<file path="config.mk">
export PLATFORM = sky130hd
export DESIGN_NAME = uart_tx_arbiter
export DESIGN_NICKNAME = d
export VERILOG_FILES = /design/src/rtl/uart_tx_arbiter.sv
export SDC_FILE = /design/constraint.sdc
export NUM_CORES = 1
export LEC_CHECK = 0
export CAP_MARGIN = 10
export CORE_MARGIN = 10
export CORE_UTILIZATION = 30
export CTS_BUF_LIST = sky130_fd_sc_hd__clkbuf_2 sky130_fd_sc_hd__clkbuf_4 sky130_fd_sc_hd__clkbuf_8
export CTS_CLUSTER_SIZE = 24
export DETAILED_ROUTE_END_ITERATION = 16
export PLACE_DENSITY_LB_ADDON = 0.15
export SLEW_MARGIN = 20
export SYNTH_ARGS = -nofsm -noshare
export SYNTH_HDL_FRONTEND = slang
export SYNTH_SLANG_ARGS = --single-unit
export TNS_END_PERCENT = 50
</file>
<file path="constraint.sdc">
create_clock -name Clock -period 3.7 [get_ports Clock]
set_input_delay 0.37 -clock Clock [delete_from_list [all_inputs] [get_ports Clock]]
set_output_delay 0.37 -clock Clock [all_outputs]
set_load 0.02 [all_outputs]
</file>
<file path="src/rtl/uart_tx_arbiter.sv">
// uart_tx_arbiter
//
// Shares one UART transmit byte channel between two packet-oriented
// requesters (0 = CPU store path, 1 = message engine). A granted requester
// keeps the channel until it sends a byte flagged Last or until MAX_BURST
// bytes have gone through, so packets from different sources never
// interleave. Ties in IDLE are broken round-robin against the most recent
// grant holder. A one-entry registered stage drives the UART, so requester
// data never reaches the UART pins combinationally.
//
// Ports:
//   Clock            system clock, all state changes on posedge
//   Reset            synchronous, active-high reset
//   Req0Data/Valid/Last, Req0Ready   requester 0 byte handshake
//   Req1Data/Valid/Last, Req1Ready   requester 1 byte handshake
//   UartDataIn/UartDataInValid       byte presented to the UART
//   UartDataInReady                  UART accepts the presented byte
//   Busy             high while a requester holds the lock
//   Owner            lock holder while locked, else most recent grant holder
//
// Parameter:
//   MAX_BURST        bytes per grant before a forced release (2..255)

module uart_tx_arbiter #(
  parameter int unsigned MAX_BURST = 16
) (
  input  logic       Clock,
  input  logic       Reset,
  input  logic [7:0] Req0Data,
  input  logic       Req0Valid,
  input  logic       Req0Last,
  output logic       Req0Ready,
  input  logic [7:0] Req1Data,
  input  logic       Req1Valid,
  input  logic       Req1Last,
  output logic       Req1Ready,
  output logic [7:0] UartDataIn,
  output logic       UartDataInValid,
  input  logic       UartDataInReady,
  output logic       Busy,
  output logic       Owner
);

  typedef enum logic {
    IDLE   = 1'b0,
    LOCKED = 1'b1
  } state_t;

  state_t     state_reg;
  logic       owner_reg;
  logic       last_owner_reg;
  logic [7:0] cnt_reg;
  logic [7:0] out_data_reg;
  logic       out_valid_reg;
  logic       busy_reg;
  logic       owner_out_reg;

  // Requester inputs gathered into arrays so the selection logic is
  // written once for both sides.
  logic [7:0] req_data [2];
  logic [1:0] req_valid;
  logic [1:0] req_last;
  logic [1:0] req_ready;

  assign req_data[0]  = Req0Data;
  assign req_data[1]  = Req1Data;
  assign req_valid    = {Req1Valid, Req0Valid};
  assign req_last     = {Req1Last, Req0Last};
  assign Req0Ready    = req_ready[0];
  assign Req1Ready    = req_ready[1];

  logic       stage_free;
  logic       candidate;
  logic       sel;
  logic       accept;
  logic [7:0] sel_data;
  logic       sel_last;
  logic [8:0] cnt_inc;
  logic       burst_done;

  // The stage can take a new byte when empty, or when the byte it holds
  // leaves for the UART in this same cycle.
  assign stage_free = !out_valid_reg || UartDataInReady;

  // IDLE candidate: the single valid requester, or on a tie the one that
  // did not hold the most recent grant. With nobody valid the value is
  // irrelevant because no transfer can happen.
  always_comb begin
    candidate = req_valid[1];
    if (req_valid == 2'b11) begin
      candidate = !last_owner_reg;
    end
  end

  // While locked only the owner may be served.
  assign sel = (state_reg == LOCKED) ? owner_reg : candidate;

  genvar gi;
  generate
    for (gi = 0; gi < 2; gi++) begin : g_ready
      assign req_ready[gi] = !Reset && stage_free && (sel == 1'(gi));
    end
  endgenerate

  assign sel_data   = req_data[sel];
  assign sel_last   = req_last[sel];
  assign accept     = req_valid[sel] && req_ready[sel];

  // Nine bits so the comparison stays exact for MAX_BURST up to 255.
  assign cnt_inc    = {1'b0, cnt_reg} + 9'd1;
  assign burst_done = (cnt_inc == 9'(MAX_BURST));

  always_ff @(posedge Clock) begin
    if (Reset) begin
      state_reg      <= IDLE;
      owner_reg      <= 1'b1;
      last_owner_reg <= 1'b1;
      cnt_reg        <= 8'd0;
      out_data_reg   <= 8'h00;
      out_valid_reg  <= 1'b0;
      busy_reg       <= 1'b0;
      owner_out_reg  <= 1'b1;
    end else begin
      // Output stage: a newly accepted byte replaces whatever was held
      // (the held byte is leaving this cycle whenever accept is possible).
      if (accept) begin
        out_data_reg  <= sel_data;
        out_valid_reg <= 1'b1;
      end else if (UartDataInReady) begin
        out_valid_reg <= 1'b0;
      end

      case (state_reg)
        IDLE: begin
          if (accept) begin
            if (sel_last || (MAX_BURST == 1)) begin
              // Single-byte packet: grant starts and ends in one cycle.
              last_owner_reg <= sel;
              owner_out_reg  <= sel;
            end else begin
              state_reg     <= LOCKED;
              owner_reg     <= sel;
              cnt_reg       <= 8'd1;
              busy_reg      <= 1'b1;
              owner_out_reg <= sel;
            end
          end
        end

        LOCKED: begin
          // Owner dropping Valid just stalls here; the lock is kept.
          if (accept) begin
            if (sel_last || burst_done) begin
              state_reg      <= IDLE;
              last_owner_reg <= owner_reg;
              cnt_reg        <= 8'd0;
              busy_reg       <= 1'b0;
              owner_out_reg  <= owner_reg;
            end else begin
              cnt_reg <= cnt_inc[7:0];
            end
          end
        end

        default: begin
          state_reg <= IDLE;
        end
      endcase
    end
  end

  assign UartDataIn      = out_data_reg;
  assign UartDataInValid = out_valid_reg;
  assign Busy            = busy_reg;
  assign Owner           = owner_out_reg;

endmodule

</file>
---- After elaboration in Yosys (flattened, before gate mapping) ----
Cells that the tools add are included.
word-level totals
  flip-flop bits (word level) ............. 22
  output and inout port bits .............. 13
operators by class
  add/sub/neg operators ................... 1
  magnitude comparators ................... 2
  equality and inequality tests ........... 7
  multiplexer cells ....................... 35
  bitwise operators ....................... 4
  reduce and logical (&&, ||, !) cells .... 15
operator list
  operator                                                  number
  two-way mux 8 bit                                         7
  two-way mux 1 bit                                         23
  case mux 8 bit (2 select lines)                           1
  adder 8 x 1 -> 9 bit, second input constant               1
  equality test 9 x 5 -> 1 bit, second input constant       1
  AND reduction 3 bit                                       3
  case mux 1 bit (2 select lines)                           4
  AND reduction 4 bit                                       2
  inequality test 2 bit, second input constant              3
  logical AND 1 bit                                         4
  inequality test 2 x 1 -> 1 bit, second input constant     2
  logical NOT 1 bit                                         3
  inverter 1 bit                                            3
  equality test 2 bit, second input constant                1
  greater-or-equal comparator 2 bit, second input constant  1
  logical OR 1 bit                                          2
  < comparator 1 x 2 -> 1 bit, second input constant        1
  inverter 1 -> 2 bit                                       1
  nonzero test 2 bit                                        1

---- Longest topological paths before layout ----
Gate-level depths: netlist of the first run.
  word-level depth ........................ 10
  gate-level depth with buffers ........... 8

---- Least setup slack after synthesis of the first run ----
No wires, ideal clock.
  path type ............................... flip-flop to flip-flop
  start point ............................. reg cnt_reg[0]
  end point ............................... reg last_owner_reg
  library setup time ...................... 0.122 ns
  data arrival time ....................... 1.659 ns
  required time ........................... 3.578 ns
  setup slack ............................. 1.919 ns
  cell stages (with the launch flop) ...... 8
  buffers on the path ..................... 0
  period minus slack after synthesis ...... 1.781 ns
  cell sequence ........................... dfxtp_1 ha_1 nand3_1 nor2_1 xnor2_1 nand3_2 o221a_1 a311o_1
between the ends
  cells in the longest elaborated chain, start to end .. 5
ends and longest elaborated chain
  what                                      RTL line  text
  start: declaration                        52        logic [7:0] cnt_reg;
  start signal: assignment                  160       cnt_reg <= cnt_inc[7:0];
  adder 8 x 1 -> 9 bit                      110       assign cnt_inc = {1'b0, cnt_reg} + 9'd1;
  equality test 9 x 5 -> 1 bit              111       assign burst_done = (cnt_inc == 9'(MAX_BURST));
  logical OR 1 bit                          153       if (sel_last || burst_done) begin
  inequality test 2 x 1 -> 1 bit (no line)  n/a
  AND reduction 4 bit (no line)             n/a
  end signal: assignment                    138       last_owner_reg <= sel;
  end signal: assignment                    155       last_owner_reg <= owner_reg;
  end: declaration                          51        logic last_owner_reg;
Every way passes these cells.
A chain may end at the register's enable or synchronous reset.

---- Worst setup path after layout of the first run ----
  start point ............................. in Req1Valid
  end point ............................... out Req0Ready
between the ends
  cells in the longest elaborated chain, start to end .. 5
ends and longest elaborated chain
  what                 RTL line  text
  start: declaration   34        input logic Req1Valid,
  equality test 2 bit  90        if (req_valid == 2'b11) begin
  two-way mux 1 bit *  90
  two-way mux 1 bit *  96        assign sel = (state_reg == LOCKED) ? owner_reg : candidate;
  inverter 1 bit *     101       assign req_ready[gi] = !Reset && stage_free && (sel == 1'(gi));
  logical AND 1 bit *  101
  end: declaration     32        output logic Req0Ready,
Mark *: on every way between the ends. The rest lies on a longest branch, timed or not.

==> metrics.txt, run 1 <==
status=finished clean; Netlist cell types=35; port bufs=35; # diodes=0; Worst Skew=0.001875 ns; all-layer global routing usage=9.953%; final setup fails=0; initial antenna violation count=0; Worst R2R End=cnt_reg[4]; Via density=between 5 and 6; CTS Buffer Depth=2; CTS clk-pin slew, worst paths=0.08 ns; drt wl/cell=roughly 14 µm; final WL=3196 µm; # IOs=36; fraction of layout cells with a size suffix above 1=approximately 6.9%; setup TNS=0 ns; layout filler cell count=between 400 and 500; crit-path cells=clkdlybuf4s50_1 -> a21bo_2 -> o21a_1 -> and3_1 -> clkdlybuf4s50_1; Worst Reg-to-Reg Cells=8; max-slew violations=0; vias in the first global route=1149; total gr overflow=0; Sink Count=22; VDD IR-drop max=around 0.18 mV; Seq pwr share=around 42%; antenna viol nets, final=0; arrival time worst endpoint=2.41 ns; slew at the pin closest to its max-slew limit=0.6618 ns; Worst-Skew Late Latency=approximately 0.27 ns; Hold Crit Depth=2; Die ar.=6715 µm²; final hold vios=0; DR iter-0 viols=42; Detail Placement HPWL=2430 µm; relative max-transition margin=55.41%; register area=440.4 µm²; reg2reg start=state_reg; CP dominant cell by count=clkdlybuf4s50_1; FFs w/ async S/R, synth=0%; syn_nets=164; Area Growth Syn to Fin=39.78%; dpl cell area=about 1600 µm²; TritonCTS clock tree=built; Comb power frac=30.7%; startpoint types=input pin; max cap viols=0; largest net degree at the start of global routing=26; Seq/Total Area, Yosys=38.26%; Mean Syn Cell Area=8.222 µm²; routability cong.=0.8296; Tcrit/Tclk final=between 70% and 80%; Hold Crit Class=reg2reg; Hold Crit Endpoint=cnt_reg[7]; Post-synth EDFFs=0; # rows=22; clock share of power=27.2%; drt drc=0; # nets final=200; Mapped Area=1151 µm²; number of detailed-route iterations in the first pass=4; Power Total=between 0.6 and 0.7 mW; pwr/cell area=407.4 nW/µm²; die height=a little over 80 µm; CP peak stage delay=roughly 0.61 ns; design internal power=0.4521 mW; core region area=3689 µm²; PostCTS Resize Cnt=0; Worst path slowest cell=clkdlybuf4s50_1; Initial Utilization=31.21%; Gate Count Post-Synth=140; Synth Register Bits=22; Critical Path Fanout Max=12; first-pass GRT wire length=5278 µm; Die W=around 80 µm; Synth Warn #=0; fin crit period=2.781 ns; hold_sp=cnt_reg[7]; R2R Setup Slk=between 1.5 and 2 ns; FMAX=about 360 MHz; Sw Pwr=0.2035 mW; Leak=0.5853 nW; CTS hold repair buffers=0; vias after detailed routing=1131; H-tree Lvls=1; area of the multi-input gates=669.4 µm²; TritonCTS Buffers=3; post-CTS setup buffer count=0; Crit. End Element=primary output; ys flop type=dfxtp_1; Root Driver=clkbuf_8; Crit Path Category=in2out; fin area=1609 µm²; Sw Ratio=31.04%; RSZ-0062 raised after global routing=false; critical path required time=3.33 ns
==> logic make-up after synthesis <==
| family | Yosys count | synth area share (%) |
|---|---|---|
| flops | 22 | 38.26 |
| simple gates | 57 | 24.02 |
| buf+inv | 10 | 3.586 |
| mux | 11 | 9.566 |
| xor+xnor | 1 | 0.7610 |
| fa+ha+maj | 1 | 1.087 |
| compound gates | 38 | 22.72 |
==> cells in the mapped netlist (3+ instances only) <==
master / count / area, µm²
o21ai_0: 7 / 35.03
nor3_1: 3 / 15.01
a21oi_1: 8 / 40.04
inv_1: 3 / 11.26
buf_2: 3 / 15.01
nand3_1: 4 / 20.02
clkbuf_1: 4 / 15.01
nor2_1: 22 / 82.58
mux2i_1: 11 / 110.1
dfxtp_1: 22 / 440.4
a211oi_1: 9 / 67.56
nand2_1: 14 / 52.55
==> critical path: cells and delay by family <==
kind            cells  cell delay (ns)
compound gates      2             0.74
buf+inv             2             1.04
simple gates        1             0.25
==> area by class of cell <==
class                      instances  share of cell area (%)
multi-input combinational        108                   41.60
clock buffer                       4                   3.421
inverter                           3                  0.6998
timing repair buffer              38                   23.17
sequential                        22                   27.37
tap                               48                   3.733
==> placed cells by master, fill, tap and decap left out, types with 2 or more instances in the layout <==
cell type,synthesis,layout
a31oi_1,2,2
a211oi_1,9,9
clkbuf_8,0,4
nor3_1,3,3
o21ai_0,7,7
clkdlybuf4s50_1,0,35
or3b_1,2,2
nand4_1,2,2
mux2i_1,11,11
buf_4,0,3
a21oi_1,8,8
nand2_1,14,14
nand3_1,4,4
nand3b_1,2,2
inv_1,3,3
dfxtp_1,22,22
and2_1,2,2
nor2_1,22,22
nand4b_1,2,2
o211ai_1,2,2
==> worst max path at each step <==
stage | start | slack [ns] | depth (start not counted) | to
4_1_cts | Req1Valid | 0.88 | 5 | Req0Ready
6_report | Req1Valid | 0.92 | 5 | Req0Ready
3_3_place_gp | Req1Valid | 0.94 | 5 | Req0Ready
2_1_floorplan | cnt_reg[0] | 1.92 | 7 | last_owner_reg
5_1_grt | Req1Valid | 0.80 | 5 | Req0Ready
3_5_place_dp | Req1Valid | 0.88 | 5 | Req0Ready
==> through the flow <==
step / utilization, % / std cells / hold slack [ns] / setup WS (ns)
after floorplan: - / 140 / 0.4491 / 1.919
after global placement: 42.13 / 219 / 0.4611 / 0.9404
after detailed placement: 42.13 / 219 / 0.4781 / 0.8772
after CTS: 43.62 / 223 / 0.4906 / 0.8789
after global routing: 43.62 / 223 / 0.5181 / 0.7961
final: 43.62 / 223 / 0.4917 / 0.9192
==> layer usage <==
layer | up-vias | GRT usage [%] | share of wire [%]
li1 | 578 | - | -
met1 | 518 | 11.19 | 43
met2 | 30 | 16.22 | 47
met3 | 5 | 5.240 | 8.4
met4 | 0 | 2.551 | 0.91
met5 | - | 0 | 0
==> power by group through the flow <==
| stage | Combinational, mW | Clock [mW] | Sequential [mW] |
|---|---|---|---|
| floorplan | 0.104 | 0 | 0.294 |
| global placement | 0.201 | 0 | 0.281 |
| detailed placement | 0.204 | 0 | 0.282 |
| CTS | 0.205 | 0.185 | 0.276 |
| global route | 0.220 | 0.193 | 0.280 |
| finish | 0.201 | 0.178 | 0.276 |
Power figures use the tool's default switching activity.
==> inputs of run 2 (changes only) <==
==> constraint.sdc (replaced) <==
create_clock -name Clock -period 2.65 [get_ports Clock]
set_input_delay 0.265 -clock Clock [delete_from_list [all_inputs] [get_ports Clock]]
set_output_delay 0.265 -clock Clock [all_outputs]
set_load 0.02 [all_outputs]
==> run 2 against run 1 <==
Sequential power increased by 39%. Clock power increased by 41%. Cell count did not move. Critical path depth is the same. Worst setup slack got worse by 0.57 ns. Largest power group unchanged.
==> metrics.txt, run 2 (synthesis gave the netlist of run 1 again) <==
status=finished clean; Worst R2R End=last_owner_reg; Util after Layout=43.62%; # rows=22; core region area=3689 µm²; R2R Setup Slk=roughly 0.66 ns; Crit Path Category=in2out; first-pass GRT wire length=between 5000 and 6000 µm; setup ws final=0.3454 ns; layout filler cell count=396; TritonCTS Buffers=3; hold_sp=cnt_reg[1]; Detail Placement HPWL=about 2400 µm; max-slew violations=0; Initial Utilization=a little under a third; Hold Crit Endpoint=cnt_reg[1]; post-CTS setup buffer count=0; final hold vios=0; final WL=3169 µm; fraction of layout cells with a size suffix above 1=approximately 6.9%; # diodes=0; H-tree Lvls=1; routability cong.=0.7929; CTS clk-pin slew, worst paths=about 0.090 ns; # IOs=36; startpoint types=input pin; slew at the pin closest to its max-slew limit=0.7200 ns; port bufs=35; Hold Crit Class=reg2reg; Die W=approximately 82 µm; PostCTS Resize Cnt=0; Worst-Skew Late Latency=0.27 ns; FMAX=around 430 MHz; relative max-transition margin=51.68%; crit-path cells=clkdlybuf4s50_1 -> a21bo_2 -> o21a_1 -> nor2_1 -> clkdlybuf4s50_1; number of detailed-route iterations in the first pass=4; pwr/cell area=571.5 nW/µm²; reg2reg start=cnt_reg[0]; Hold Crit Depth=2; final hold slack=0.4870 ns; Worst Skew=about 0.008 ns; dpl ws=0.1515 ns; setup TNS=0 ns; Crit. End Element=primary output; CP peak stage delay=0.63 ns; die height=81.95 µm; Worst path slowest cell=clkdlybuf4s50_1; RSZ-0062 raised after global routing=false; Critical Path Fanout Max=4; CTS Buffer Depth=2; Leak=0.5855 nW; Via density=5.126; VDD IR-drop max=0.2638 mV; vias after detailed routing=1143; arrival time worst endpoint=2.04 ns; max cap viols=0; DR iter-0 viols=45; final setup fails=0; Worst Reg-to-Reg Cells=7; Tcrit/Tclk final=86.97%; Sink Count=22; initial antenna violation count=0; drt drc=0; Die ar.=about 6700 µm²; fin crit period=between 2 and 2.5 ns; critical path required time=around 2.4 ns; vias in the first global route=1167; most frequent cells in the layout=clkdlybuf4s50_1, dfxtp_1, nor2_1, nand2_1, mux2i_1; Area Growth Syn to Fin=39.78%; antenna viol nets, final=0; CP dominant cell by count=clkdlybuf4s50_1; CTS hold repair buffers=0; Root Driver=clkbuf_8; total gr overflow=0; # nets final=200; largest net degree at the start of global routing=25; most common library cell in the layout ignoring fill and taps=clkdlybuf4s50_1; drt wl/cell=14.21 µm; TritonCTS clock tree=built; all-layer global routing usage=between 10% and 20%
run 2: worst max-delay path: cells and delay by family:
family	cells	cell delay (ns)
buf+inv	2	1.12
compound gates	2	0.49
simple gates	1	0.16
run 2: final cells by class:
type	count	area, µm²	share of cell area (%)
clock buffers	4	55.05	3.421
well taps	48	60.06	3.733
flip-flops and latches	22	440.4	27.37
inverters	3	11.26	0.6998
repair buffers	38	372.9	23.17
multi-input cells	108	669.4	41.60
run 2: where the power goes:
group	total [mW]	switching, mW	internal [mW]
Sequential	0.385	0.0234	0.362
Combinational	0.283	0.144	0.139
Clock	0.251	0.118	0.133
Total	0.920	0.286	0.633
run 2: metrics by stage:
| step | power, mW | cells | area, µm² |
|---|---|---|---|
| 2_1_floorplan | 0.5570 | 140 | 1151 |
| 3_3_place_gp | 0.6747 | 219 | 1554 |
| 3_5_place_dp | 0.6798 | 219 | 1554 |
| 5_1_grt | 0.9736 | 223 | 1609 |
| 6_report | 0.9195 | 223 | 1609 |
| 4_1_cts | 0.9314 | 223 | 1609 |
run 2: per-layer routing:
metal / vias up / track usage (%) / part of all wire [%]
met1: 528 / 10.64 / 41
li1: 579 / - / -
met2: 31 / 16.93 / 48
met3: 5 / 5.459 / 9.2
met4: 0 / 3.571 / 1.4
met5: - / 0 / 0
run 2: worst max-delay path by stage:
stage,from,to,slack [ns],cells after the start
after floorplan,cnt_reg[0],last_owner_reg,0.87,7
after global placement,Req1Valid,cnt_reg[4],0.22,7
after detailed placement,Req1Valid,cnt_reg[4],0.15,7
after CTS,Req1Valid,Req1Ready,0.33,5
after global routing,Req1Valid,Req1Ready,0.28,5
final,Req1Valid,Req1Ready,0.35,5
